**src/rtl/mem_arb_pkg.sv**
```systemverilog
// Shared types and constants for the memory port arbiter.
package mem_arb_pkg;

    typedef enum logic [1:0] {
        IDLE = 2'd0,
        REQ  = 2'd1,
        WAIT = 2'd2
    } state_t;

    typedef enum logic {
        OWN_IFU = 1'b0,
        OWN_LSU = 1'b1
    } owner_t;

    // Instruction fetches are always full-word accesses.
    localparam logic [2:0] MEMOP_WORD = 3'b010;

endpackage

```
**src/rtl/mem_port_arbiter_rr2.sv**
```systemverilog
// Combinational 2-way round-robin picker. grant[0] = IFU, grant[1] = LSU.
// When both requesters are valid, the one that did not win last time is chosen.
module arb_rr2
    import mem_arb_pkg::*;
(
    input  logic       ifu_valid,
    input  logic       lsu_valid,
    input  owner_t     last_grant,
    output logic [1:0] grant
);

    // One-hot pick; ties broken toward whoever was not served last.
    always_comb begin
        grant    = 2'b00;
        grant[0] = ifu_valid && (!lsu_valid || (last_grant == OWN_LSU));
        grant[1] = lsu_valid && (!ifu_valid || (last_grant == OWN_IFU));
    end

endmodule

```
**src/rtl/mem_port_arbiter.sv**
```systemverilog
// Shares one valid/ready memory port between instruction fetch and load/store.
// One transaction outstanding at a time; the response is routed to its issuer.
// Optional: define MEM_ARB_TIMEOUT_EN to bound the response wait to
// TIMEOUT_CYCLES cycles and report an error pulse to the owner on expiry.
module mem_port_arbiter
    import mem_arb_pkg::*;
#(
    parameter int ADDR_W         = 32,
    parameter int DATA_W         = 32,
    parameter int TIMEOUT_CYCLES = 255
)
(
    input  logic              clk,
    input  logic              rst,
    input  logic              ifu_req_valid,
    output logic              ifu_req_ready,
    input  logic [ADDR_W-1:0] ifu_addr,
    output logic              ifu_rsp_valid,
    output logic [DATA_W-1:0] ifu_rsp_data,
    output logic              ifu_rsp_err,
    input  logic              lsu_req_valid,
    output logic              lsu_req_ready,
    input  logic [ADDR_W-1:0] lsu_addr,
    input  logic              lsu_wen,
    input  logic [DATA_W-1:0] lsu_wdata,
    input  logic [2:0]        lsu_memop,
    output logic              lsu_rsp_valid,
    output logic [DATA_W-1:0] lsu_rsp_data,
    output logic              lsu_rsp_err,
    output logic              mem_req_valid,
    input  logic              mem_req_ready,
    output logic [ADDR_W-1:0] mem_addr,
    output logic              mem_wen,
    output logic [DATA_W-1:0] mem_wdata,
    output logic [2:0]        mem_memop,
    input  logic              mem_rsp_valid,
    input  logic [DATA_W-1:0] mem_rsp_data
);

    state_t     state;
    owner_t     owner;
    owner_t     last_grant;
    logic [1:0] grant;

    arb_rr2 u_rr (
        .ifu_valid  (ifu_req_valid),
        .lsu_valid  (lsu_req_valid),
        .last_grant (last_grant),
        .grant      (grant)
    );

    // Ready only in IDLE and only to the picked requester; held low during reset.
    always_comb begin
        ifu_req_ready = (state == IDLE) && !rst && grant[0];
        lsu_req_ready = (state == IDLE) && !rst && grant[1];
    end

`ifdef MEM_ARB_TIMEOUT_EN
    localparam int CNT_W = (TIMEOUT_CYCLES > 1) ? $clog2(TIMEOUT_CYCLES) : 1;
    logic [CNT_W-1:0] wait_cnt;
`else
    // Without the timeout the wait is unbounded and never reports an error.
    assign ifu_rsp_err = 1'b0;
    assign lsu_rsp_err = 1'b0;
`endif

    // Arbitration FSM: accept, present to memory, wait, return response to owner.
    always_ff @(posedge clk) begin
        if (rst) begin
            state         <= IDLE;
            owner         <= OWN_IFU;
            last_grant    <= OWN_LSU;
            mem_req_valid <= 1'b0;
            mem_addr      <= '0;
            mem_wen       <= 1'b0;
            mem_wdata     <= '0;
            mem_memop     <= 3'b000;
            ifu_rsp_valid <= 1'b0;
            ifu_rsp_data  <= '0;
            lsu_rsp_valid <= 1'b0;
            lsu_rsp_data  <= '0;
`ifdef MEM_ARB_TIMEOUT_EN
            ifu_rsp_err   <= 1'b0;
            lsu_rsp_err   <= 1'b0;
            wait_cnt      <= '0;
`endif
        end else begin
            // Response pulses last exactly one cycle.
            ifu_rsp_valid <= 1'b0;
            lsu_rsp_valid <= 1'b0;
`ifdef MEM_ARB_TIMEOUT_EN
            ifu_rsp_err   <= 1'b0;
            lsu_rsp_err   <= 1'b0;
`endif
            case (state)
                IDLE: begin
                    if (ifu_req_ready) begin
                        owner         <= OWN_IFU;
                        last_grant    <= OWN_IFU;
                        mem_addr      <= ifu_addr;
                        mem_wen       <= 1'b0;
                        mem_wdata     <= '0;
                        mem_memop     <= MEMOP_WORD;
                        mem_req_valid <= 1'b1;
                        state         <= REQ;
                    end else if (lsu_req_ready) begin
                        owner         <= OWN_LSU;
                        last_grant    <= OWN_LSU;
                        mem_addr      <= lsu_addr;
                        mem_wen       <= lsu_wen;
                        mem_wdata     <= lsu_wdata;
                        mem_memop     <= lsu_memop;
                        mem_req_valid <= 1'b1;
                        state         <= REQ;
                    end
                end
                REQ: begin
                    // Memory never answers before it has accepted the request.
                    if (mem_req_ready) begin
                        mem_req_valid <= 1'b0;
                        state         <= WAIT;
`ifdef MEM_ARB_TIMEOUT_EN
                        wait_cnt      <= '0;
`endif
                    end
                end
                WAIT: begin
                    if (mem_rsp_valid) begin
                        if (owner == OWN_IFU) begin
                            ifu_rsp_valid <= 1'b1;
                            ifu_rsp_data  <= mem_rsp_data;
                        end else begin
                            lsu_rsp_valid <= 1'b1;
                            lsu_rsp_data  <= mem_rsp_data;
                        end
                        state <= IDLE;
`ifdef MEM_ARB_TIMEOUT_EN
                    end else if (wait_cnt == CNT_W'(TIMEOUT_CYCLES - 1)) begin
                        // Give up: the owner sees an error pulse with zero data.
                        if (owner == OWN_IFU) begin
                            ifu_rsp_valid <= 1'b1;
                            ifu_rsp_err   <= 1'b1;
                            ifu_rsp_data  <= '0;
                        end else begin
                            lsu_rsp_valid <= 1'b1;
                            lsu_rsp_err   <= 1'b1;
                            lsu_rsp_data  <= '0;
                        end
                        state <= IDLE;
                    end else begin
                        wait_cnt <= wait_cnt + 1'b1;
`endif
                    end
                end
                default: state <= IDLE;
            endcase
        end
    end

endmodule

```
**config.mk**
```make
export PLATFORM = sky130hd
export DESIGN_NAME = mem_port_arbiter
export DESIGN_NICKNAME = d
export VERILOG_FILES = /design/src/rtl/mem_arb_pkg.sv /design/src/rtl/mem_port_arbiter_rr2.sv /design/src/rtl/mem_port_arbiter.sv
export SDC_FILE = /design/constraint.sdc
export NUM_CORES = 1
export LEC_CHECK = 0
export ABC_AREA = 1
export ABC_CLOCK_PERIOD_IN_PS = 1900
export BUFFER_PORTS_ARGS = -buffer_cell sky130_fd_sc_hd__buf_4
export CAP_MARGIN = 20
export CORE_ASPECT_RATIO = 0.5
export CORE_MARGIN = 1.5
export CORE_UTILIZATION = 46
export DETAILED_ROUTE_END_ITERATION = 6
export GPL_TIMING_DRIVEN = 0
export MAX_ROUTING_LAYER = met4
export PLACE_DENSITY = 0.8
export REMOVE_ABC_BUFFERS = 1
export SETUP_SLACK_MARGIN = 0.2
export SYNTH_ARGS = -nofsm -noshare
export SYNTH_HDL_FRONTEND = slang
export SYNTH_HIERARCHICAL = 1
export SYNTH_SLANG_ARGS = --single-unit
export TNS_END_PERCENT = 20
```
**constraint.sdc**
```tcl
create_clock -name clk -period 1.9 [get_ports clk]
set_input_delay 0.285 -clock clk [delete_from_list [all_inputs] [get_ports clk]]
set_output_delay 0.285 -clock clk [all_outputs]
set_load 0.02 [all_outputs]
```
==> results.tsv, run 1 <==
stage	metric	value	unit
finish	area_growth	57.8	%
sta	finalSetupViolCount	0	
yosys	ys_ff_latch	139	
clocking	tritoncts	yes	
clocking	clk_path_buf_depth	2	
place	portBuffers	274	
route	dr_wl_met2	9700	um
floorplan	core	0.0119	mm2
global_route	gr-total-overflow	0	
worst_hold_path	hold_depth	3	
global_route	grt_pass1_vias	5741	
floorplan	floorplan.initialDensity	47.6	%
setup_path	worst-setup-path-type	reg2out	
setup_path	cp-end-kind	primary output	
sta	fin_crit_sh	95.5	%
global_route	grt_max_degree	99	
floorplan	io_pins	277	
clocking	clkSinkCount	139	
finish	num_antenna_cells	0	
power_and_ir_drop	power_density	881	mW/mm2
power_and_ir_drop	clock_power_share	43.1	%
finish	drive_gt1_share	33.6	%
yosys	synth.distinct_cells	22	
route	firstDrtPassIters	6	
clocking	clkLatencyLatePin	410	ps
power_and_ir_drop	swShare	26.7	%
finish	fillCellCount	902	
route	wl_met3	1300	um
yosys	synth_warnings	6	
sta	worst_pin_slew	845	ps
place	dp.final_hpwl	11400	um
yosys	yosysSeqAreaShare	49.1	%
job	maxCapViolCount	0	
floorplan	die_w	160	um
power_and_ir_drop	p_sw	2.10	mW
route	antenna_left	0	
global_route	antenna_found_initial	0	
floorplan	num_rows	28	
setup_path	reg2regPathDepth	7	
route	via_per_inst	5.15	
sta	rsz0062_at_grt	yes	
clocking	h-tree-depth	4	
sta	slew_headroom	43.6	%
power_and_ir_drop	power	7.88	mW
clocking	cts_buffers	17	
route	num_vias	6437	
yosys	avgSynthCellArea	7.08	um2
worst_hold_path	hp-class	in2reg	
place	placed_area	0.00780	mm2
floorplan	die-area	0.0130	mm2
finish	stdcell_area	0.00894	mm2
route	remaining_drc_errors	0	
global_route	track_usage	29.5	%
global_route	grt_pass1_wl	29200	um
setup_path	cp_max_fo	3	
clocking	root_buffer	clkbuf_16	
power_and_ir_drop	seq_power_share	39.4	%
sta	finClkSkew	6.37	ps
yosys	synth_cells	800	
sta	period_needed	1810	ps
power_and_ir_drop	ir_drop	652	uV
route	drt-initial-drc-count	461	
floorplan	fp.dieH	81.5	um
route	post_drt_wl_per_cell	16.2	um
sta	slew_viol_final	0	
route	m1WireLength	8420	um
power_and_ir_drop	pwr-share-comb	17.5	%
setup_path	start_kind	flip-flop	
sta	finalHoldViolations	0	
yosys	synth_area	0.00567	mm2
setup_path	worstPathArrival	1530	ps
route	wl	20200	um
power_and_ir_drop	p_int	5.78	mW
setup_path	worstPathRequired	1620	ps
power_and_ir_drop	leakagePower	4.19	nW
run_status	status	finished, final reports clean	
place	gp_congestion	0.835	
sta	fmaxAchievable	551	MHz
clocking	clkTransAtPathRegs	60	ps
finish	layout.nets	1209	
route	top_layer	met4	
==> layout make-up <==
cell class                      instances  area (um2)  area share [%]
Clock buffer                           20         457            5.11
Multi-Input combinational cell        560        2590            29.0
Timing Repair Buffer                  308        2560            28.7
Sequential cell                       139        2790            31.2
Tap cell                              165         206            2.31
Clock inverter                         12         146            1.64
Inverter                               45         189            2.11
==> layout by cell type, fill, tap and decap left out, drive strengths merged, types with 2 or more instances in the layout <==
master and n:
inv 44, bufinv 3, nand3 74, nor2 140
o211ai 2, a21oi 68, clkinv 7, clkinvlp 3
clkbuf 22, nand4 32, dfxtp 139, bufbuf 3
nand2 203, nor3 2, conb 2, buf 303
o21ai 35
==> worst paths after layout <==
path	start	slack (ps)	endpoint
max	last_grant	90	ifu_req_ready
min	lsu_memop[1]	110	mem_memop[1]
max reg2reg	state[1]	220	mem_addr[24]
min reg2reg	ifu_rsp_data[4]	460	ifu_rsp_data[4]
==> critical path: stages (launching register included) <==
cell       delay (ps)
dfxtp_2           330
inv_2              50
a21oi_4           180
clkbuf_16         180
nand3_4            90
buf_12            160
clkinv_8           40
buf_8             100
==> per-layer routing <==
layer	vias up	track usage (%)
met5	-	-
met1	2955	34.7
met4	0	14.6
li1	3139	-
met2	277	49.0
met3	66	6.57
==> metrics by stage <==
| stage | hold WS, ps | instances | utilization, % | worst slack (ps) | TNS (ps) |
|---|---|---|---|---|---|
| finish | 108 | 1249 | 75.1 | 85.9 | 0 |
| detailed placement | 453 | 1182 | 65.5 | -1410 | -117050 |
| floorplan | 354 | 737 | - | -1750 | -137450 |
| CTS | 104 | 1239 | 73.8 | -44.0 | -162 |
| global placement | 450 | 1176 | 64.1 | -3280 | -342090 |
| global route | 107 | 1249 | 75.1 | 39.9 | 0 |
==> power by group through the flow <==
stage               Clock, mW  Sequential, mW  Combinational, mW
floorplan                   0            3.28              0.437
global placement            0            3.15               1.11
detailed placement          0            3.16               1.16
CTS                      3.43            3.10               1.30
global route             3.56            3.11               1.48
finish                   3.40            3.10               1.38
==> cells by family (layout without fill, tap and decap cells) <==
group / count (synthesis) / count (layout) / share of synthesized area [%]
flip-flops: 139 / 139 / 49.1
buffers and inverters: 109 / 385 / 8.13
AO/OA/AOI/OAI: 106 / 107 / 9.72
other: 1 / 2 / 0.0662
AND/OR/NAND/NOR: 445 / 451 / 33.0
==> Yosys cell counts <==
| cell | n | area (um2) |
|---|---|---|
| buf_2 | 26 | 130 |
| o21ai_1 | 13 | 65.1 |
| a21oi_2 | 1 | 8.76 |
| inv_1 | 42 | 158 |
| nand3_1 | 68 | 340 |
| o21ai_0 | 22 | 110 |
| buf_4 | 5 | 37.5 |
| nor2_2 | 1 | 6.26 |
| dfxtp_1 | 139 | 2780 |
| nor3_1 | 2 | 10.0 |
| nor2_4 | 2 | 22.5 |
| a21oi_1 | 67 | 335 |
| nand4_1 | 32 | 200 |
| clkbuf_1 | 33 | 124 |
| a21boi_2 | 1 | 11.3 |
| nor2_1 | 135 | 507 |
| nand2_1 | 203 | 762 |
| inv_2 | 3 | 11.3 |
| o211ai_2 | 1 | 12.5 |
| o21a_1 | 1 | 7.51 |
| nand3_2 | 2 | 20.0 |
| conb_1 | 1 | 3.75 |
==> what timing repair did <==
item                                    CTS  global route
pin swaps                                 7             6
setup buffers                            16             8
endpoints found under the setup margin  140            60
gates resized for setup                  17            11
gates cloned                              9             2
hold buffers                              0             0
endpoints found under the hold margin     0             0
==> state kept, by name (all words and copies together) (netlist names) <==
signal and cells:
lsu_rsp_valid 1, mem_wdata 32, mem_wen 1, mem_memop 3, owner 1, state 2
ifu_rsp_valid 1, mem_req_valid 1, ifu_rsp_data 32, last_grant 1, mem_addr 32, lsu_rsp_data 32
(Power assumes the default switching activity.)
==> inputs of run 2 (changes only) <==
- SETUP_SLACK_MARGIN: 0.2 -> not set
==> run 2 against run 1 <==
  * First-iteration DRC count increased by 17%
  * Sequential power barely moved
  * Count of clock-buffer cells in the layout unchanged
  * Global-route usage down 0.64 points
  * Routed wire length is 3.1% lower
  * Clock power about the same
  * Total power is 0.80% lower
  * Largest power group unchanged
==> results.tsv, run 2 (synthesized netlist as in run 1, its figures left out) <==
stage	metric	value	unit
setup_path	worst-setup-path-type	in2out	
floorplan	die_w	160	um
sta	rsz0062_at_grt	yes	
finish	num_antenna_cells	0	
sta	fin_tns_setup	0	ps
route	via_per_inst	5.14	
run_status	status	finished, final reports clean	
place	dp.final_hpwl	11400	um
route	post_drt_wl_per_cell	15.7	um
power_and_ir_drop	leakagePower	4.14	nW
setup_path	start_kind	primary input	
global_route	gr-total-overflow	0	
floorplan	core	0.0119	mm2
sta	slew_viol_final	0	
sta	slew_headroom	45.1	%
finish	final_common_cell	buf_4	
setup_path	r2r-end	ifu_rsp_data[11]	
sta	fmaxAchievable	539	MHz
setup_path	cp-end-kind	primary output	
clocking	root_buffer	clkbuf_16	
power_and_ir_drop	ir_drop	609	uV
finish	layout.nets	1202	
power_and_ir_drop	power_density	885	mW/mm2
floorplan	io_pins	277	
sta	fin_crit_sh	97.6	%
worst_hold_path	hp-class	in2reg	
global_route	grt_pass1_vias	5695	
sta	period_needed	1860	ps
setup_path	critPathSlowestCell	buf_16	
floorplan	die-area	0.0130	mm2
finish	fillCellCount	946	
clocking	clkSinkCount	139	
route	remaining_drc_errors	0	
route	drt-initial-drc-count	539	
route	wl	19500	um
clocking	clkTransAtPathRegs	60	ps
place	portBuffers	274	
sta	timing.hold.ws	118	ps
clocking	clk_path_buf_depth	2	
power_and_ir_drop	power	7.81	mW
route	antenna_left	0	
global_route	grt_max_degree	99	
clocking	cts_buffers	17	
clocking	h-tree-depth	4	
route	firstDrtPassIters	5	
finish	mostFrequentLayoutCells	288 x buf_4, 202 x nand2_1, 137 x dfxtp_1	
finish	drive_gt1_share	33.1	%
setup_path	worstPathRequired	1620	ps
job	maxCapViolCount	0	
floorplan	fp.dieH	81.5	um
clocking	ctsHoldBuffers	0	
worst_hold_path	holdPathEnd	mem_memop[1]	
floorplan	floorplan.initialDensity	47.6	%
setup_path	worstPathArrival	1570	ps
setup_path	r2r_start	owner	
sta	finClkSkew	8.02	ps
global_route	antenna_found_initial	0	
place	gp_congestion	0.835	
worst_hold_path	hold_start	lsu_memop[1]	
floorplan	num_rows	28	
setup_path	cp_max_fo	99	
sta	worst_pin_slew	823	ps
setup_path	crit_chain	buf_12 -> inv_6 -> buf_16 -> nand3_4 -> inv_1 -> buf_4	
finish	stdcell_area	0.00882	mm2
worst_hold_path	hold_depth	3	
clocking	clkLatencyLatePin	410	ps
route	num_vias	6383	
global_route	track_usage	28.9	%
setup_path	cp_slowest_stage_delay	310	ps
finish	area_growth	55.8	%
setup_path	r2r_slack	180	ps
setup_path	reg2regPathDepth	5	
global_route	grt_pass1_wl	28600	um
sta	finalHoldViolations	0	
clocking	tritoncts	yes	
sta	finalSetupViolCount	0	
place	placed_area	0.00780	mm2
==> run 2: per-stage QoR <==
stage | cells | setup WS, ps | util, %
3_5_place_dp | 1182 | -1410 | 65.5
4_1_cts | 1231 | -88.3 | 72.8
5_1_grt | 1242 | -16.2 | 74.1
2_1_floorplan | 737 | -1750 | -
6_report | 1242 | 44.7 | 74.1
3_3_place_gp | 1176 | -3280 | 64.1
==> run 2: worst max-delay path by stage <==
stage                    start            end  depth (start not counted)  slack [ps]
floorplan           last_grant          owner                          7       -1750
global placement           rst  ifu_req_ready                          5       -3280
detailed placement         rst  mem_wdata[16]                          7       -1410
CTS                 last_grant  lsu_req_ready                          4         -90
global route               rst  lsu_req_ready                          6         -20
finish                     rst  lsu_req_ready                          6          40
==> run 2: timing repair <==
action	CTS	global route
setup buffers	9	8
gates cloned	8	3
endpoints found under the setup margin	138	76
endpoints found under the hold margin	0	0
gates resized for setup	18	8
pin swaps	5	6
==> run 2: cell type report <==
class	count	area, um2	share of cell area, %
clock buffers	20	457	5.18
multi-input cells	560	2570	29.2
flip-flops and latches	139	2790	31.6
clock inverters	12	146	1.66
well taps	165	206	2.34
repair buffers	301	2460	27.9
inverters	45	189	2.14
==> run 2: routing by layer <==
layer,global-route usage (%),routed length [um],up-vias
li1,-,-,3113
met1,33.8,8220,2967
met2,48.4,9470,243
met3,6.01,1160,60
met4,14.3,703,0
met5,-,0,-
==> run 2: report_power, final <==
part,switching (mW),leakage [nW],internal [mW]
Combinational,0.742,2.72,0.595
Sequential,0.0716,1.13,3.03
Clock,1.25,0.292,2.13
==> run 2: critical path: cells and delay by family <==
family | cells | cell delay (ps)
buffers and inverters | 5 | 930
and+or+nand+nor | 1 | 250
